`config.mk`:
```
export PLATFORM = sky130hd
export DESIGN_NAME = arp_rx_deframer
export DESIGN_NICKNAME = d
export VERILOG_FILES = /design/src/rtl/arp_pkg.sv /design/src/rtl/arp_rx_deframer.sv
export SDC_FILE = /design/constraint.sdc
export NUM_CORES = 2
export LEC_CHECK = 0
export CAP_MARGIN = 20
export CORE_MARGIN = 1
export CORE_UTILIZATION = 45
export CTS_CLUSTER_DIAMETER = 80
export CTS_CLUSTER_SIZE = 40
export DETAILED_ROUTE_END_ITERATION = 10
export DONT_BUFFER_PORTS = 1
export PLACE_DENSITY = 0.6
export SYNTH_ARGS = -nofsm -noshare
export SYNTH_HDL_FRONTEND = slang
export SYNTH_SLANG_ARGS = --single-unit
```
`constraint.sdc`:
```
create_clock -name clk_i -period 26.3 [get_ports clk_i]
set_input_delay 5.26 -clock clk_i [delete_from_list [all_inputs] [get_ports clk_i]]
set_output_delay 5.26 -clock clk_i [all_outputs]
set_load 0.01 [all_outputs]
```
`src/rtl/arp_pkg.sv`:
```
// Shared ARP/Ethernet frame types for the RX deframer and the downstream frame checker.
package arp_pkg;

  localparam int unsigned lp_PROTO_FRM_SZ = 42;
  localparam logic [47:0] lp_BROADCAST_MAC = 48'hFFFF_FFFF_FFFF;

  // Field order matches wire order: dst_mac[47:40] is the first byte received.
  typedef struct packed {
    logic [47:0] dst_mac;
    logic [47:0] src_mac;
    logic [15:0] eth_type;
    logic [15:0] htype;
    logic [15:0] ptype;
    logic [7:0]  hlen;
    logic [7:0]  plen;
    logic [15:0] oper;
    logic [47:0] sha;
    logic [31:0] spa;
    logic [47:0] tha;
    logic [31:0] tpa;
  } proto_frame_t;

  // Broadcast ARP request from sha/spa asking for tpa.
  function automatic proto_frame_t proto_ref(input logic [47:0] sha, input logic [31:0] spa,
                                             input logic [31:0] tpa);
    proto_frame_t f;
    f.dst_mac  = lp_BROADCAST_MAC;
    f.src_mac  = sha;
    f.eth_type = 16'h0806;
    f.htype    = 16'h0001;
    f.ptype    = 16'h0800;
    f.hlen     = 8'd6;
    f.plen     = 8'd4;
    f.oper     = 16'h0001;
    f.sha      = sha;
    f.spa      = spa;
    f.tha      = 48'h0;
    f.tpa      = tpa;
    return f;
  endfunction

endpackage

```
`src/rtl/arp_rx_deframer.sv`:
```
// Assembles the first 42 bytes of each RX frame into a proto_frame_t behind a one-entry
// output register; drops runt, errored and oversize frames and counts good/dropped frames.
module arp_rx_deframer
  import arp_pkg::*;
#(
  parameter int unsigned p_MAX_FRM_BYTES = 1514,
  parameter int unsigned p_CNT_W         = 16
) (
  input  logic               clk_i,
  input  logic               rst_i,
  input  logic [7:0]         s_tdata_i,
  input  logic               s_tvalid_i,
  input  logic               s_tlast_i,
  input  logic               s_tuser_i,
  output logic               s_tready_o,
  output proto_frame_t       frame_o,
  output logic               frame_valid_o,
  input  logic               frame_ready_i,
  output logic [p_CNT_W-1:0] ok_cnt_o,
  output logic [p_CNT_W-1:0] drop_cnt_o
);

  localparam int unsigned CntW = $clog2(p_MAX_FRM_BYTES + 1);
  localparam logic [CntW-1:0] MaxCnt = CntW'(p_MAX_FRM_BYTES);
  localparam logic [CntW-1:0] FrmCnt = CntW'(lp_PROTO_FRM_SZ);

  typedef enum logic [1:0] {StRecv, StHold, StDrop} state_e;

  state_e                   state_q;
  logic [CntW-1:0]          cnt_q;
  logic                     err_q;
  logic [8*lp_PROTO_FRM_SZ-1:0] shift_q;
  proto_frame_t             frame_q;
  logic                     valid_q;
  logic                     tready_q;
  logic [p_CNT_W-1:0]       ok_q;
  logic [p_CNT_W-1:0]       drop_q;

  logic                     beat;
  logic [CntW-1:0]          cnt_inc;
  logic                     err_now;
  logic [8*lp_PROTO_FRM_SZ-1:0] shift_nxt;

  assign beat      = s_tvalid_i && tready_q;
  assign cnt_inc   = (cnt_q == MaxCnt) ? cnt_q : cnt_q + CntW'(1);
  assign err_now   = err_q | s_tuser_i;
  assign shift_nxt = (cnt_q < FrmCnt) ? {shift_q[8*lp_PROTO_FRM_SZ-9:0], s_tdata_i} : shift_q;

  always_ff @(posedge clk_i or posedge rst_i) begin
    if (rst_i) begin
      state_q  <= StRecv;
      cnt_q    <= '0;
      err_q    <= 1'b0;
      shift_q  <= '0;
      frame_q  <= '0;
      valid_q  <= 1'b0;
      tready_q <= 1'b1;
      ok_q     <= '0;
      drop_q   <= '0;
    end else begin
      unique case (state_q)
        StRecv: begin
          if (beat) begin
            shift_q <= shift_nxt;
            if (s_tlast_i) begin
              cnt_q <= '0;
              err_q <= 1'b0;
              if (cnt_inc < FrmCnt || err_now) begin
                drop_q <= drop_q + p_CNT_W'(1);
              end else begin
                frame_q  <= proto_frame_t'(shift_nxt);
                valid_q  <= 1'b1;
                ok_q     <= ok_q + p_CNT_W'(1);
                tready_q <= 1'b0;
                state_q  <= StHold;
              end
            end else begin
              cnt_q <= cnt_inc;
              err_q <= err_now;
              // A non-last beat at the size limit means the frame is too long.
              if (cnt_inc == MaxCnt) begin
                state_q <= StDrop;
              end
            end
          end
        end
        StDrop: begin
          if (beat && s_tlast_i) begin
            drop_q  <= drop_q + p_CNT_W'(1);
            cnt_q   <= '0;
            err_q   <= 1'b0;
            state_q <= StRecv;
          end
        end
        StHold: begin
          if (frame_ready_i) begin
            valid_q  <= 1'b0;
            tready_q <= 1'b1;
            state_q  <= StRecv;
          end
        end
        default: begin
          state_q  <= StRecv;
          tready_q <= 1'b1;
          valid_q  <= 1'b0;
        end
      endcase
    end
  end

  assign s_tready_o    = tready_q;
  assign frame_o       = frame_q;
  assign frame_valid_o = valid_q;
  assign ok_cnt_o      = ok_q;
  assign drop_cnt_o    = drop_q;

endmodule
```
==> results.md <==
* Peak Freq at 114 MHz
* Yosys cell types at 55
* Net switching fraction of the power at 0.240
* Clk sinks at around 700
* Yosys top cell by area: dfrtp_1
* Post-synthesis register bit count at between 700 and 800
* Core ar. at 0.0717 mm2
* Combinational share of power at 0.013
* FF-to-FF setup slack at ~20000 ps
* Total track usage at 0.188
* DRT antenna net count at 0
* Final setup TNS at 0 ps
* Reg2Reg Capture Point: frame_o[305]
* Starting density of the core at 0.456
* First-pass GRT wire length at 110000 um
* Proportion of power drawn by the clock network at 0.392
* Worst setup SP type: input port
* Top cells by area, synth: dfrtp_1 (55%), mux2_2 (12%), mux2i_1 (10%)
* # IOs at ~380
* Total net switching power at 447 uW
* P per Cell Area at between 50 and 60 mW/mm2
* Die height at ~270 um
* Drt first pass iters at 4
* CTS Buffer Depth at 3
* Area Growth Syn to Fin at 4.98%
* Rows at between 90 and 100
* Worst vdd rail ir drop at around 0.000038 V
* CTS Root Cell: clkbuf_16
* Synth top area share at 0.551
* Hold WS at ~520 ps
* Fillers at 6425
* Reg clk slew, reported paths at between 100 and 150 ps
* Worst Setup SP: s_tvalid_i
* Die width at between 200 and 300 um
* Layout cells sized above 1 at 0.443
* Total Power at between 1.5 and 2 mW
* Antenna diodes at 0
* Nets@finish at ~2400
* Most frequent cell after synthesis: dfrtp_1
* Remaining routing DRC violations at 0
* Critical Path AT at between 9000 and 10000 ps
* Final Hold Fails at 0
* Post-CTS Hold Buffers at 0
* Largest net degree at the start of global routing at 178
* Leakage power total at 14.8 nW
* Syn Inst Count at ~2400
* Post-Route WL at around 69000 um
* Post-synth EDFFs at 0
* Worst Tran Pin Value at 1280 ps
* Avg Cell Area, Syn at between 10 and 15 um2
* H-tree levels at 2
* Initial antenna violation count at 0
* Syn. warnings at 0
* Post-layout min period at about 8800 ps
* DRT iter0 DRCs at 1045
* Prevailing post-synth register cell: dfrtp_1
* Internal Power at approximately 1.4 mW
* Routed wire per std cell at approximately 21 um
* Final Cycle Share at 0.335
* Max transition margin at 0.144
* Max-slew violations at 0
* Worst setup EP type: flip-flop
* Worst hold path class: flip-flop to flip-flop
* Synthesized cell area at around 0.033 mm2
* Top cells by instance count after synthesis: dfrtp_1 (719), mux2_2 (336), mux2i_1 (336)
* Data required time of the worst path at approximately 27000 ps
* Sequential power share at 0.595
* # resized after CTS at 0
* Cts bufs inserted at 36
* GRT overflow at 0
* CTS tree: built
* Final setup viols at 0
* Port Buffers at 0
* Setup Skew at 43.4 ps
* Max-cap violations at 0
* Vias at approximately 18000
* Asr flop ratio synth at 1.00
* Vias per std cell at 5.41
* Total die area at 0.0737 mm2
* Reg2reg path depth at 12
* Gp weighted congestion at about 0.83
* Setup crit end: frame_o[305]
* Setup bufs post-CTS at 0
* Sequential fraction of the synthesis area at 0.551
* Clock latency on the worst-skew pair at about 600 ps
* Crit Path Max Fanout at about 160
* Vias in the first global route at 18100
* Reg-to-reg critical path startpoint: cnt_q[1]
* Type of the worst setup path: input port to flip-flop
* Synthesized net count at about 2500
* RSZ-0062 raised after global routing: no
* Status: finished, final reports clean
* Post-DP HPWL at about 46000 um
## sequential cells by signal (all words and copies together), names as in the netlist
| signal | flops |
|---|---|
| frame_o | 336 |
| frame_valid_o | 1 |
| err_q | 1 |
| ok_cnt_o | 16 |
| drop_cnt_o | 16 |
| shift_q | 336 |
| cnt_q | 11 |
| s_tready_o | 1 |
| state_q | 2 |
## cell families after synthesis
| group | after synthesis | share of synthesized area |
|---|---|---|
| XOR/XNOR | 35 | 0.00938 |
| AND/OR/NAND/NOR | 458 | 0.0834 |
| multiplexers | 673 | 0.219 |
| AO/OA/AOI/OAI | 382 | 0.0953 |
| buffers and inverters | 171 | 0.0400 |
| flip-flops | 720 | 0.551 |
| adder cells (fa/ha/maj) | 4 | 0.00153 |
## critical path, stage by stage
cell and delay (ps):
nand3_1 70, nor2_1 130, o211ai_4 130, buf_12 570, buf_4 750, buf_4 900
buf_4 930, nand2_2 110, o21ai_2 90
## worst min-delay path by stage
stage / depth (start not counted) / slack (ps) / startpoint / endpoint
2_1_floorplan: 2 / 460 / err_q / err_q
3_3_place_gp: 1 / 490 / shift_q[332] / shift_q[332]
3_5_place_dp: 1 / 490 / shift_q[334] / shift_q[334]
4_1_cts: 1 / 520 / shift_q[334] / shift_q[334]
5_1_grt: 1 / 530 / shift_q[334] / shift_q[334]
6_report: 1 / 520 / shift_q[332] / shift_q[332]
## cells in the final DEF (no fill, tap or decap), types with 3 or more instances in the layout
master	count
and4_1	4
xor2_1	18
inv_8	3
a21oi_1	8
o21ai_0	19
o31ai_1	3
inv_12	7
o21ai_1	38
mux2_2	336
and2_1	3
nor4b_2	3
xnor2_1	17
clkinv_8	5
ha_1	4
nand2_1	60
buf_16	3
mux2i_1	336
nor2_1	17
nand3_1	24
nor3_1	10
nand2_2	300
clkinv_2	3
inv_16	6
nand4_1	8
buf_4	17
nor3_2	6
buf_12	5
inv_1	4
and3_1	6
nor4_2	4
dfrtp_1	719
o21ai_2	300
clkbuf_16	37
## stage by stage
step	area, um2	worst slack (ps)	utilization	cells
final	34300	17490	0.478	3317
after global routing	34300	17150	0.478	3317
after CTS	34200	17550	0.477	3314
after detailed placement	32800	16870	0.458	3250
after global placement	32800	16930	0.458	3250
after floorplan	32700	844	-	2443
## layer usage
| layer | up-vias | routed length, um | global-route usage |
|---|---|---|---|
| met4 | 0 | 1440 | 0.0435 |
| met3 | 71 | 5330 | 0.0646 |
| met1 | 9143 | 29000 | 0.239 |
| met2 | 300 | 33200 | 0.307 |
| li1 | 8423 | - | - |
| met5 | - | 0 | 0 |
## power by group through the flow
stage               Combinational (mW)  Clock [mW]  Sequential (mW)
detailed placement              0.0251           0             1.13
floorplan                       0.0166           0             1.13
finish                          0.0241       0.730             1.11
global route                    0.0293       0.796             1.11
CTS                             0.0251       0.763             1.11
global placement                0.0246           0             1.13
## area by class of cell
| cell class | instances | area [um2] | area share |
|---|---|---|---|
| inverter | 6 | 30.0 | 0.000875 |
| clock buffer | 37 | 926 | 0.0270 |
| multi-input combinational | 1552 | 13400 | 0.390 |
| timing repair buffer | 25 | 310 | 0.00904 |
| sequential | 720 | 18000 | 0.525 |
| tap | 950 | 1190 | 0.0346 |
| clock inverter | 27 | 452 | 0.0132 |
Note: power is estimated with default switching activity, not from simulation.
